===== src/rtl/ps_mm_region_writer_if.sv =====
// Interface: stream-in / memory-write-out / status bundle for ps_mm_region_writer.
// Latency: none (wires only).
// Backpressure: i_rdy from the writer, m_busy from the memory side.
interface ps_mm_region_writer_if #(
  parameter int DWIDTH  = 32,
  parameter int AWIDTH  = 16,
  parameter int SYMBOLS = 4,
  parameter int LWIDTH  = 16
);
  logic [AWIDTH-1:0]          cfg_base;
  logic [AWIDTH-1:0]          cfg_size;
  logic [DWIDTH-1:0]          i_dat;
  logic [$clog2(SYMBOLS)-1:0] i_mty;
  logic                       i_val;
  logic                       i_eop;
  logic                       i_rdy;
  logic [AWIDTH-1:0]          m_addr;
  logic [SYMBOLS-1:0]         m_bena;
  logic                       m_wreq;
  logic [DWIDTH-1:0]          m_wdat;
  logic                       m_busy;
  logic [LWIDTH-1:0]          st_len;
  logic [LWIDTH-1:0]          st_wr;
  logic                       st_ovf;
  logic                       st_val;

  // Writer side
  modport slave (
    input  cfg_base, cfg_size, i_dat, i_mty, i_val, i_eop, m_busy,
    output i_rdy, m_addr, m_bena, m_wreq, m_wdat, st_len, st_wr, st_ovf, st_val
  );

  // Environment side (packet source, memory port, status consumer)
  modport master (
    output cfg_base, cfg_size, i_dat, i_mty, i_val, i_eop, m_busy,
    input  i_rdy, m_addr, m_bena, m_wreq, m_wdat, st_len, st_wr, st_ovf, st_val
  );
endinterface


===== src/rtl/ps_mm_region_writer.sv =====
// Purpose: write packet beats into region [base, base+size); truncate, or wrap to base when PS_MM_REGION_WRITER_WRAP_EN is defined.
// Latency: write request and per-packet status appear 1 cycle after beat acceptance.
// Backpressure: one-entry write register; i_rdy low only while a request is stalled by m_busy.
module ps_mm_region_writer #(
  parameter int DWIDTH  = 32,
  parameter int AWIDTH  = 16,
  parameter int SYMBOLS = 4,
  parameter int LWIDTH  = 16
) (
  input  logic                  clk,
  input  logic                  reset,
  ps_mm_region_writer_if.slave  bus
);

  typedef enum logic {ST_BODY = 1'b0, ST_SOP = 1'b1} state_t;

  state_t              state_q, state_d;
  logic [AWIDTH-1:0]   base_q, base_d;
  logic [AWIDTH-1:0]   size_q, size_d;
  logic [AWIDTH-1:0]   off_q, off_d;
  logic                full_q, full_d;   // offset has reached size at least once
  logic                ovf_q, ovf_d;
  logic [LWIDTH-1:0]   len_q, len_d;
  logic [LWIDTH-1:0]   wr_q, wr_d;

  logic                m_wreq_q, m_wreq_d;
  logic [AWIDTH-1:0]   m_addr_q, m_addr_d;
  logic [SYMBOLS-1:0]  m_bena_q, m_bena_d;
  logic [DWIDTH-1:0]   m_wdat_q, m_wdat_d;

  logic                st_val_q, st_val_d;
  logic [LWIDTH-1:0]   st_len_q, st_len_d;
  logic [LWIDTH-1:0]   st_wr_q, st_wr_d;
  logic                st_ovf_q, st_ovf_d;

  // Per-beat working values: SOP beats see fresh config and cleared counters
  logic                accept;
  logic                do_write;
  logic                cur_full, cur_ovf;
  logic [AWIDTH-1:0]   cur_base, cur_size, cur_off, off_inc;
  logic [LWIDTH-1:0]   cur_len, cur_wr;

  assign bus.i_rdy  = ~m_wreq_q | ~bus.m_busy;
  assign accept     = bus.i_val & bus.i_rdy;

  assign bus.m_wreq = m_wreq_q;
  assign bus.m_addr = m_addr_q;
  assign bus.m_bena = m_bena_q;
  assign bus.m_wdat = m_wdat_q;
  assign bus.st_val = st_val_q;
  assign bus.st_len = st_len_q;
  assign bus.st_wr  = st_wr_q;
  assign bus.st_ovf = st_ovf_q;

  // Next-state: packet tracking, write register load/drain, status strobe
  always_comb begin
    state_d  = state_q;
    base_d   = base_q;
    size_d   = size_q;
    off_d    = off_q;
    full_d   = full_q;
    ovf_d    = ovf_q;
    len_d    = len_q;
    wr_d     = wr_q;
    m_wreq_d = m_wreq_q;
    m_addr_d = m_addr_q;
    m_bena_d = m_bena_q;
    m_wdat_d = m_wdat_q;
    st_val_d = 1'b0;
    st_len_d = st_len_q;
    st_wr_d  = st_wr_q;
    st_ovf_d = st_ovf_q;

    if (state_q == ST_SOP) begin
      cur_base = bus.cfg_base;
      cur_size = bus.cfg_size;
      cur_off  = '0;
      cur_full = 1'b0;
      cur_ovf  = 1'b0;
      cur_len  = '0;
      cur_wr   = '0;
    end else begin
      cur_base = base_q;
      cur_size = size_q;
      cur_off  = off_q;
      cur_full = full_q;
      cur_ovf  = ovf_q;
      cur_len  = len_q;
      cur_wr   = wr_q;
    end
    do_write = (cur_off < cur_size);
    off_inc  = cur_off + AWIDTH'(1);

    if (accept) begin
      state_d = bus.i_eop ? ST_SOP : ST_BODY;
      base_d  = cur_base;
      size_d  = cur_size;
      // A beat arriving once the region is used up (or empty) marks overflow
      ovf_d   = cur_ovf | cur_full | (cur_size == '0);
      len_d   = (cur_len == {LWIDTH{1'b1}}) ? cur_len : cur_len + LWIDTH'(1);

      if (do_write) begin
        full_d = cur_full | (off_inc == cur_size);
`ifdef PS_MM_REGION_WRITER_WRAP_EN
        off_d  = (off_inc == cur_size) ? '0 : off_inc;
`else
        off_d  = off_inc;
`endif
        wr_d     = (cur_wr == {LWIDTH{1'b1}}) ? cur_wr : cur_wr + LWIDTH'(1);
        m_addr_d = cur_base + cur_off;
        m_wdat_d = bus.i_dat;
        m_bena_d = bus.i_eop ? ({SYMBOLS{1'b1}} >> bus.i_mty) : {SYMBOLS{1'b1}};
      end else begin
        off_d  = cur_off;
        full_d = cur_full;
        wr_d   = cur_wr;
      end
      m_wreq_d = do_write;

      if (bus.i_eop) begin
        st_val_d = 1'b1;
        st_len_d = len_d;
        st_wr_d  = wr_d;
        st_ovf_d = ovf_d;
      end
    end else if (!bus.m_busy) begin
      m_wreq_d = 1'b0;
    end
  end

  // State registers with asynchronous reset; reset discards any pending write
  always_ff @(posedge clk or posedge reset) begin
    if (reset) begin
      state_q  <= ST_SOP;
      base_q   <= '0;
      size_q   <= '0;
      off_q    <= '0;
      full_q   <= 1'b0;
      ovf_q    <= 1'b0;
      len_q    <= '0;
      wr_q     <= '0;
      m_wreq_q <= 1'b0;
      m_addr_q <= '0;
      m_bena_q <= '0;
      m_wdat_q <= '0;
      st_val_q <= 1'b0;
      st_len_q <= '0;
      st_wr_q  <= '0;
      st_ovf_q <= 1'b0;
    end else begin
      state_q  <= state_d;
      base_q   <= base_d;
      size_q   <= size_d;
      off_q    <= off_d;
      full_q   <= full_d;
      ovf_q    <= ovf_d;
      len_q    <= len_d;
      wr_q     <= wr_d;
      m_wreq_q <= m_wreq_d;
      m_addr_q <= m_addr_d;
      m_bena_q <= m_bena_d;
      m_wdat_q <= m_wdat_d;
      st_val_q <= st_val_d;
      st_len_q <= st_len_d;
      st_wr_q  <= st_wr_d;
      st_ovf_q <= st_ovf_d;
    end
  end

endmodule


===== src/flat_wrapper.sv =====
// flat-port wrapper written by rule: the top's interface ports become plain ports
module ps_mm_region_writer_flat 
#(
  parameter int DWIDTH  = 32,
  parameter int AWIDTH  = 16,
  parameter int SYMBOLS = 4,
  parameter int LWIDTH  = 16
)
  (clk, reset, bus_cfg_base, bus_cfg_size, bus_i_dat, bus_i_mty, bus_i_val, bus_i_eop, bus_m_busy, bus_i_rdy, bus_m_addr, bus_m_bena, bus_m_wreq, bus_m_wdat, bus_st_len, bus_st_wr, bus_st_ovf, bus_st_val);
  ps_mm_region_writer_if #(.DWIDTH(DWIDTH), .AWIDTH(AWIDTH), .SYMBOLS(SYMBOLS), .LWIDTH(LWIDTH)) bus_i ();
  input  logic clk;
  input  logic reset;
  input wire logic [$bits(bus_i.cfg_base)-1:0] bus_cfg_base;
  input wire logic [$bits(bus_i.cfg_size)-1:0] bus_cfg_size;
  input wire logic [$bits(bus_i.i_dat)-1:0] bus_i_dat;
  input wire logic [$bits(bus_i.i_mty)-1:0] bus_i_mty;
  input wire logic [$bits(bus_i.i_val)-1:0] bus_i_val;
  input wire logic [$bits(bus_i.i_eop)-1:0] bus_i_eop;
  input wire logic [$bits(bus_i.m_busy)-1:0] bus_m_busy;
  output wire logic [$bits(bus_i.i_rdy)-1:0] bus_i_rdy;
  output wire logic [$bits(bus_i.m_addr)-1:0] bus_m_addr;
  output wire logic [$bits(bus_i.m_bena)-1:0] bus_m_bena;
  output wire logic [$bits(bus_i.m_wreq)-1:0] bus_m_wreq;
  output wire logic [$bits(bus_i.m_wdat)-1:0] bus_m_wdat;
  output wire logic [$bits(bus_i.st_len)-1:0] bus_st_len;
  output wire logic [$bits(bus_i.st_wr)-1:0] bus_st_wr;
  output wire logic [$bits(bus_i.st_ovf)-1:0] bus_st_ovf;
  output wire logic [$bits(bus_i.st_val)-1:0] bus_st_val;
  assign bus_i.cfg_base = bus_cfg_base;
  assign bus_i.cfg_size = bus_cfg_size;
  assign bus_i.i_dat = bus_i_dat;
  assign bus_i.i_mty = bus_i_mty;
  assign bus_i.i_val = bus_i_val;
  assign bus_i.i_eop = bus_i_eop;
  assign bus_i.m_busy = bus_m_busy;
  assign bus_i_rdy = bus_i.i_rdy;
  assign bus_m_addr = bus_i.m_addr;
  assign bus_m_bena = bus_i.m_bena;
  assign bus_m_wreq = bus_i.m_wreq;
  assign bus_m_wdat = bus_i.m_wdat;
  assign bus_st_len = bus_i.st_len;
  assign bus_st_wr = bus_i.st_wr;
  assign bus_st_ovf = bus_i.st_ovf;
  assign bus_st_val = bus_i.st_val;
  ps_mm_region_writer #(.DWIDTH(DWIDTH), .AWIDTH(AWIDTH), .SYMBOLS(SYMBOLS), .LWIDTH(LWIDTH)) u_core (.clk(clk), .reset(reset), .bus(bus_i));
endmodule

===== config.mk =====
export PLATFORM = sky130hd
export DESIGN_NAME = ps_mm_region_writer_flat
export DESIGN_NICKNAME = d
export VERILOG_FILES = /design/src/rtl/ps_mm_region_writer_if.sv /design/src/rtl/ps_mm_region_writer.sv /design/src/flat_wrapper.sv
export SDC_FILE = /design/constraint.sdc
export NUM_CORES = 1
export LEC_CHECK = 0
export CORE_MARGIN = 3
export CORE_UTILIZATION = 45
export CTS_CLUSTER_DIAMETER = 100
export DETAILED_ROUTE_END_ITERATION = 12
export DONT_BUFFER_PORTS = 1
export GPL_TIMING_DRIVEN = 1
export PLACE_DENSITY = 0.66
export SKIP_CTS_REPAIR_TIMING = 1
export SLEW_MARGIN = 20
export SYNTH_ARGS = -nofsm -noshare
export SYNTH_HDL_FRONTEND = slang
export SYNTH_SLANG_ARGS = --single-unit

===== constraint.sdc =====
create_clock -name clk -period 16.2 [get_ports clk]
set_clock_uncertainty 0.2 [all_clocks]
set_input_delay 2.43 -clock clk [delete_from_list [all_inputs] [get_ports clk]]
set_output_delay 2.43 -clock clk [all_outputs]
set_load 0.03 [all_outputs]

==> results of run 1 <==
synth_stat cells, types with 10 or more instances:
cell	instances
nand3_1	36
mux2i_1	23
nor3_1	18
xor2_1	16
inv_1	14
a31oi_1	24
xnor2_1	36
nand4_1	12
nor2_1	60
mux2_2	33
nor2b_1	26
a21oi_1	23
ha_1	33
nor4_1	10
nand2b_1	19
o21ai_0	116
dfrtp_1	169
buf_2	20
o31ai_1	16
and3_1	11
nand2_1	238
clkbuf_1	33
final cells by class:
type,instances,area (sq um)
Clock buffer,18,439
Multi-Input combinational cell,854,5270
Fill cell,1950,10600
Tap cell,275,344
Inverter,14,57.6
Timing Repair Buffer,10,75.1
Clock inverter,14,143
Sequential cell,170,4260
how the worst min path moves through the flow:
stage | end | slack, ns | cells past startpoint
2_1_floorplan | u_core.base_q[1]$_DFFE_PP0P_ | 0.25 | 2
3_3_place_gp | u_core.base_q[1]$_DFFE_PP0P_ | 0.26 | 2
3_5_place_dp | u_core.size_q[12]$_DFFE_PP0P_ | 0.27 | 2
4_1_cts | u_core.base_q[1]$_DFFE_PP0P_ | 0.29 | 2
5_1_grt | u_core.base_q[1]$_DFFE_PP0P_ | 0.30 | 2
6_report | u_core.size_q[12]$_DFFE_PP0P_ | 0.28 | 2
per-stage QoR:
| stage | util (%) | setup slack [ns] | cell area, sq um | hold slack [ns] | instances |
|---|---|---|---|---|---|
| after floorplan | - | 8.97 | 9840 | 0.249 | 1102 |
| after global placement | 47.1 | 10.67 | 10000 | 0.262 | 1323 |
| after detailed placement | 47.1 | 10.62 | 10000 | 0.270 | 1323 |
| after CTS | 49.9 | 10.86 | 10600 | 0.286 | 1355 |
| after global routing | 49.9 | 10.52 | 10600 | 0.301 | 1355 |
| final | 49.9 | 10.86 | 10600 | 0.283 | 1355 |
layer usage:
metal / track usage [%] / vias up
met2: 32.0 / 199
met3: 6.30 / 26
met5: 0 / -
li1: - / 3814
met1: 27.6 / 3598
met4: 4.75 / 0
report_power, final:
group	leakage [nW]	internal [W]	total [W]	switching, W
clock network	0.286	0.000210	0.000408	0.000198
registers	2.17	0.000505	0.000662	0.000157
logic	2.14	0.000137	0.000305	0.000168
cell families (layout without fill, tap and decap cells):
family	after synthesis	in the layout
AND/OR/NAND/NOR	474	474
flip-flops	170	170
multiplexers	57	57
buffers and inverters	78	56
adder cells (fa/ha/maj)	34	34
XOR/XNOR	52	52
AO/OA/AOI/OAI	237	237
registers in the layout, indices dropped and copies added, names as in the netlist:
signal and flops:
u_core.bus.st_ovf 1, u_core.len_q 16, u_core.bus.st_wr 16, u_core.bus.m_bena 4
u_core.full_q 1, u_core.bus.m_addr 16, u_core.bus.st_len 16, u_core.off_q 16
u_core.bus.m_wdat 32, u_core.size_q 16, u_core.wr_q 16, u_core.bus.m_wreq 1
u_core.bus.st_val 1, u_core.ovf_q 1, u_core.state_q 1, u_core.base_q 16
==> impl.org, run 1 <==
** Critical path
- STA puts the critical path data arrival time at 2.71 ns.
- In this run the number of cells on the critical path is 1.
- Family of cells with the greatest summed delay on the critical path :: simple AND/OR/NAND/NOR gates
- Critical Path Sink :: bus_i_rdy
- The worst setup path is of the in -> out kind.
- Critical path cell sequence :: nand2_1
- Number of buffers and inverters on the critical path :: 0
- Counting cells, the worst reg-to-reg path comes to 12.
- Startpoint type of the worst setup path :: input pin
- Launch instance of the worst register-to-register path :: u_core.state_q$_DFFE_PP1P_
- For this design, the slowest cell found on the critical path is nand2_1.
- The endpoint identified for the worst register-to-register timing path is u_core.full_q$_DFFE_PP0P_.
- For flop-to-flop paths, the worst setup slack is 10.89 ns.
- On the worst path, the slowest cell contributes a delay of 0.28 ns.
- The critical path starts at bus_m_busy.
- Kind of end point of the critical path :: output pin
- CP Data Required Time :: 13.57 ns
- Along the worst path, the maximum fanout reaches 4.

** Synth
- Count of different cell masters after synthesis :: 70
- Of the total synthesized cell area, the portion taken by XOR and XNOR cells is ~4.6%.
- The synthesized netlist devotes a little under a quarter of its cell area to simple gates.
- After synthesis, the largest family of logic cells by area is simple AND/OR/NAND/NOR gates.
- Post-synth net total :: ~1200
- Post-synthesis mux area share :: ~6.2%
- The cell area that synthesis handed to floorplanning was 9840 sq um.
- The average instance in the mapped netlist occupies around 8.9 sq um.
- After synthesis, flip-flops and latches occupy 43.3% of the total area.
- Syn. warnings :: 0
- Synth Flop Type :: dfrtp_1
- Top cells by area in the synthesized netlist :: dfrtp_1 43%, nand2_1 9.1%, o21ai_0 5.9%, ha_1 4.2%, mux2_2 3.8%
- Number of flops mapped to enable cells by yosys :: 0
- For this run, asynchronously set or reset flops after synthesis account for 100%.
- The synthesized design contains 170 register bits.
- Complex-gate fraction of the synthesized area :: 14.7%
- The top cell type by area accounts for 43.0% of the synthesized area.
- Synth Instances :: 1102
- Adder-cell area share of the yosys netlist :: 4.40%
- The synthesized design spends more area on one cell type than any other, namely dfrtp_1.

** Placement
- The congestion estimate from routability-driven global placement came to 0.828.
- Detailed placement ended at an HPWL of roughly 16000 um.
- The count of buffers added on input and output ports is 0.

** Route
- After detailed routing, the wire length on met1 is 10700 um.
- Count of routing violations after the opening detailed-route iteration :: 498
- The routed design uses 10900 um of met2 wire.
- Drt wl/cell :: 17.5 um
- In the routed design, unresolved DRC markers number 0.
- The first TritonRoute pass finished after 5 iterations.
- The routed design uses 1680 um of met3 wire.
- Routed via count :: between 7000 and 8000
- Wire length reported by the detailed router :: 23700 um
- In this run the top signal layer used is met4.
- Number of antenna-violating nets in the routed design :: 0
- In the routed layout, each cell is associated on average with a via count of roughly 5.6.

** Worst hold path
- The path class of the tightest hold or removal check is reg -> reg.
- Hold path start :: u_core.size_q[12]$_DFFE_PP0P_

** Layout
- Commonest cells after routing, fill and taps aside :: 236 x nand2_1, 169 x dfrtp_1, 115 x o21ai_0
- The repair_antennas step left the layout with diodes totalling 0.
- After the last flow step, the layout net total stands at 1172.
- The library cell used most frequently in the layout, excluding fill and tap cells, is nand2_1.
- The post-route netlist has under 10% of its cells at a drive strength greater than 1.
- Relative area change from synthesis to final layout :: 7.63%

** Floorplan
- Cell row count :: 53
- Die area :: 23700 sq um
- Once the floorplan was initialized, standard cells occupied 46.4% of the core.
- Placeable core region :: 21200 sq um
- In this run the horizontal extent of the chip is 154 um.
- Vertical die dimension :: 154 um
- For this design the top-level I/O count stands at ~160.

** Clock tree
- TritonCTS Sinks :: between 150 and 200
- TritonCTS built the clock tree.
- After clock tree synthesis, the clock-pin slew on the worst setup and hold paths is 0.07 ns.
- The longest clock path from root to sink contains 2 buffers.
- Clk Tree Root Cell :: clkbuf_16
- The number of clock buffers added by TritonCTS is 17.
- Latest clock arrival within the worst-skew pair :: 0.44 ns
- Clock H-tree levels :: 4

** Outcome
- The flow ran to the end, and the final reports show no timing, DRC or antenna violations.

** GRT
- Largest net degree at the start of global routing :: about 100
- GRT Total Usage :: 20.3%
- Global-route congestion overflow total :: 0
- The via count of the first global-routing pass is 7609.
- The first global-routing pass estimated approximately 40000 um of wire.
- Antenna violations before repair :: 0

** Timing
- Highest attainable clock frequency :: 187 MHz
- Final-report hold violation count :: 0
- The max-slew violation count came to 0.
- Post-route fraction of the period consumed by the critical path :: 33.0%
- Sum of negative setup slack :: 0 ns
- Endpoints failing setup :: 0
- For the pin with the worst max-slew slack, the measured transition is 0.913 ns.
- Clock period minus worst slack :: 5.34 ns
- Headroom to the max-slew limit :: 39.1%
- RSZ-0062 raised after global routing :: no

** Pwr
- IR analysis of the VDD net gives a maximum drop of around 0.076 mV.
- Cell leakage power :: 4.60 nW
- Power density normalized to cell area :: 130 nW/um^2
- Tot Pwr :: 0.00137 W

** Run
- Across the run, the number of max-cap violations was 0.
No activity file was read; power rests on OpenSTA's default activity.
==> run 2: changes to the inputs <==
==> constraint.sdc (replaced) <==
create_clock -name clk -period 5.1 [get_ports clk]
set_clock_uncertainty 0.2 [all_clocks]
set_input_delay 0.765 -clock clk [delete_from_list [all_inputs] [get_ports clk]]
set_output_delay 0.765 -clock clk [all_outputs]
set_load 0.03 [all_outputs]
==> run 2 against run 1 <==
Net effect:
- critical path type is now reg -> reg
- core utilization grew 0.23 points
- combinational power grew to 3.3 times the previous value
- cell count grew 0.30%
- non-clock buffer count grew 4
- worst setup slack lost 10 ns
- power grew to 3.2 times the previous value
- sequential cell count is the same
==> impl.org, run 2 (synthesized netlist as in run 1, its figures left out) <==
** Route
- Routed metal-1 wire length :: 10600 um (-1.6%)
- Number of antenna-violating nets in the routed design :: 0 (unchanged)
- Met3 wire length :: 1740 um (+3.8%)
- Number of iterations in the first detailed-routing pass :: 5 (unchanged)
- Count of routing violations after the opening detailed-route iteration :: 489 (-1.8%)
- The average routed wire per standard cell was 17.7 um (+1.3%).
- The detailed router used layers up to and including met5.
- Routed via count divided by cell count :: 5.65 (+0.24%)
- DRC violation count after routing :: 0 (unchanged)
- Detail Route met2 WL :: 11200 um (+3.1%)
- Routed via count :: 7678 (+0.54%)
- Wire length reported by the detailed router :: 24000 um (+1.6%)

** Clock tree
- Clock buffer depth :: 2 (unchanged)
- CTS tree :: built
- The clock network latency to the later pin of the worst-skew pair is 0.43 ns (about the same).
- The CTS sink count was 170 (unchanged).
- Clock transition time at the flip-flop clock pins of the worst setup and hold paths :: 0.07 ns (about the same)
- Clk Tree Root Cell :: clkbuf_16
- Total CTS buffers :: 17 (unchanged)
- The H-tree depth reported by CTS is 4 (unchanged).

** Pwr
- The maximum resistive drop on vdd came to 0.228 mV (+200%).
- Cell leakage power :: 4.62 nW (+0.56%)
- Power density normalized to cell area :: 411 nW/um^2 (+220%)

** Placement
- The number of I/O port buffers came to 0 (unchanged).
- Final weighted congestion in routability-driven placement :: 0.849 (+2.5%)
- DP Wirelength :: 16700 um (+3.3%)
- The setup slack at placement was 0.794 ns (-9.82 ns).

** Floorplan
- The height of the die was 154 um (unchanged).
- The die outline width came to 154 um (unchanged).
- Cell row count :: 53 (unchanged)
- Die area :: 23700 sq um (unchanged)
- The initial core utilization is 46.4% (unchanged).
- Boundary pin count :: 159 (unchanged)
- The area of the core region is 21200 sq um (unchanged).

** Timing
- The transition time at the pin with the least slew margin is 0.918 ns (+0.00527 ns).
- Max-slew violation count :: 0 (unchanged)
- The worst max-slew margin expressed relative to the limit is 38.8% (-0.35 points).
- The worst path setup slack after routing is 0.759 ns (-10.10 ns).
- Timing would allow up to 230 MHz.
- Endpoints failing setup :: 0 (unchanged)
- Worst hold slack :: 0.220 ns (-0.0631 ns)
- The worst path in the final design needs a cycle of 4.34 ns, including I/O delays and setup.
- The number of hold violations in the final report was 0 (unchanged).
- Setup repair after global routing left no endpoint under its margin.
- In the finished design, the share of the clock period the worst path needs comes to between 80% and 90%.
- The summed negative setup slack over all endpoints came to 0 ns (unchanged).

** GRT
- Via count of the first global-routing pass :: 7489 (-1.6%)
- The number of antenna violations at the first check in global routing was 1 (+1).
- The total overflow reported by the global router is 0 (unchanged).
- The total routing usage reported by global routing was 20.4% (+0.092 points).
- Global-route wire length before repair :: 39600 um (-0.59%)
- The pin count of the biggest net entering global routing is 171 (+73%).

** Critical path
- Setup CP Type :: reg -> reg
- Kind of end point of the critical path :: flip-flop
- Arrival time at the worst endpoint :: 4.43 ns (+1.72 ns)
- The largest fanout on the critical path came to 55 (+51).
- Slowest cell on the critical path :: dfstp_4
- On the critical path the largest part of the delay comes from flip-flops.
- The worst setup path is launched from a flip-flop.
- The critical path goes through buf_4 -> buf_4 -> mux2_2 -> ha_1 -> o21ai_0 -> o211a_1 -> or4b_1 -> a31oi_1 -> or4_1 -> a31oi_1 -> xnor2_1 -> o21ai_1.
- Crit Reg-Reg Endpoint :: u_core.bus.m_addr[15]$_DFFE_PP0P_
- The internal reg-to-reg setup slack was 0.76 ns (-10.13 ns).
- In this run the critical register-to-register path is launched from u_core.state_q$_DFFE_PP1P_.
- The peak per-stage delay on the critical path was 0.98 ns (+0.70 ns).
- Number of buffers and inverters on the critical path :: 2 (+2)
- Worst reg2reg path depth :: 12 (unchanged)
- The data required time at the worst endpoint came to 5.19 ns (-8.38 ns).

** Layout
- The antenna cell count is 0 (unchanged).
- Max reg flops :: 32 (unchanged)
- The net count of the finished layout came to 1176 (+0.34%).
- The fraction of layout cells with a size suffix above 1 is 9.69% (+0.33 points).
- Layout Utilization :: 50.1% (+0.23 points)
- Commonest non-fill, non-tap cell in the layout :: nand2_1
- Leaving out fill and tap cells, the most frequent cells in the layout are 236 x nand2_1, 169 x dfrtp_1, 115 x o21ai_0.
- Relative area change from synthesis to final layout :: 8.13%

** Worst hold path
- The worst hold path terminates at u_core.bus.m_bena[2]$_DFFE_PP0P_.
- The path class of the tightest hold or removal check is in -> reg.
- Hold path start :: bus_i_eop
- The hold-critical path depth came to 1 (-1).

** Run
- Max-cap violations :: 0 (unchanged)

** Outcome
- Outcome :: finished, final reports clean
run 2: cell types whose count changed in the layout (fill, tap and decap cells not counted), sizes merged:
cell	previous run	this run
clkinv	3	6
clkbuf	18	17
buf	10	14
inv	24	22
run 2: per-stage QoR:
stage,std cells,instance area (sq um),power [W]
6_report,1359,10600,0.00437
2_1_floorplan,1102,9840,0.00285
3_3_place_gp,1327,10100,0.00309
3_5_place_dp,1327,10100,0.00313
4_1_cts,1359,10600,0.00442
5_1_grt,1359,10600,0.00465
run 2: how the worst max path moves through the flow:
stage | start | to | cells after the start
final | u_core.state_q$_DFFE_PP1P_ | u_core.bus.m_addr[15]$_DFFE_PP0P_ | 12
after global routing | u_core.state_q$_DFFE_PP1P_ | u_core.bus.m_addr[5]$_DFFE_PP0P_ | 9
after CTS | u_core.state_q$_DFFE_PP1P_ | u_core.bus.m_addr[15]$_DFFE_PP0P_ | 12
after detailed placement | u_core.state_q$_DFFE_PP1P_ | u_core.bus.m_addr[14]$_DFFE_PP0P_ | 9
after global placement | u_core.state_q$_DFFE_PP1P_ | u_core.off_q[5]$_DFFE_PP0P_ | 11
after floorplan | u_core.state_q$_DFFE_PP1P_ | u_core.bus.m_addr[15]$_DFFE_PP0P_ | 16
run 2: report_power, final:
| group | switching, W | internal [W] | leakage (nW) | total, W |
|---|---|---|---|---|
| sequential | 0.000492 | 0.00160 | 2.17 | 0.00210 |
| clock | 0.000622 | 0.000654 | 0.288 | 0.00128 |
| combinational | 0.000549 | 0.000446 | 2.16 | 0.000995 |
run 2: layout make-up:
type	count	area [sq um]
tap	275	344
clock inverter	15	151
clock buffer	17	425
timing repair buffer	14	130
multi-input combinational	854	5270
inverter	14	56.3
fill	1959	10600
sequential	170	4260
run 2: layer usage:
layer / up-vias / global-route usage, %
met3: 30 / 6.19
li1: 3826 / -
met4: 2 / 6.31
met5: - / 0
met1: 3596 / 26.6
met2: 224 / 32.8
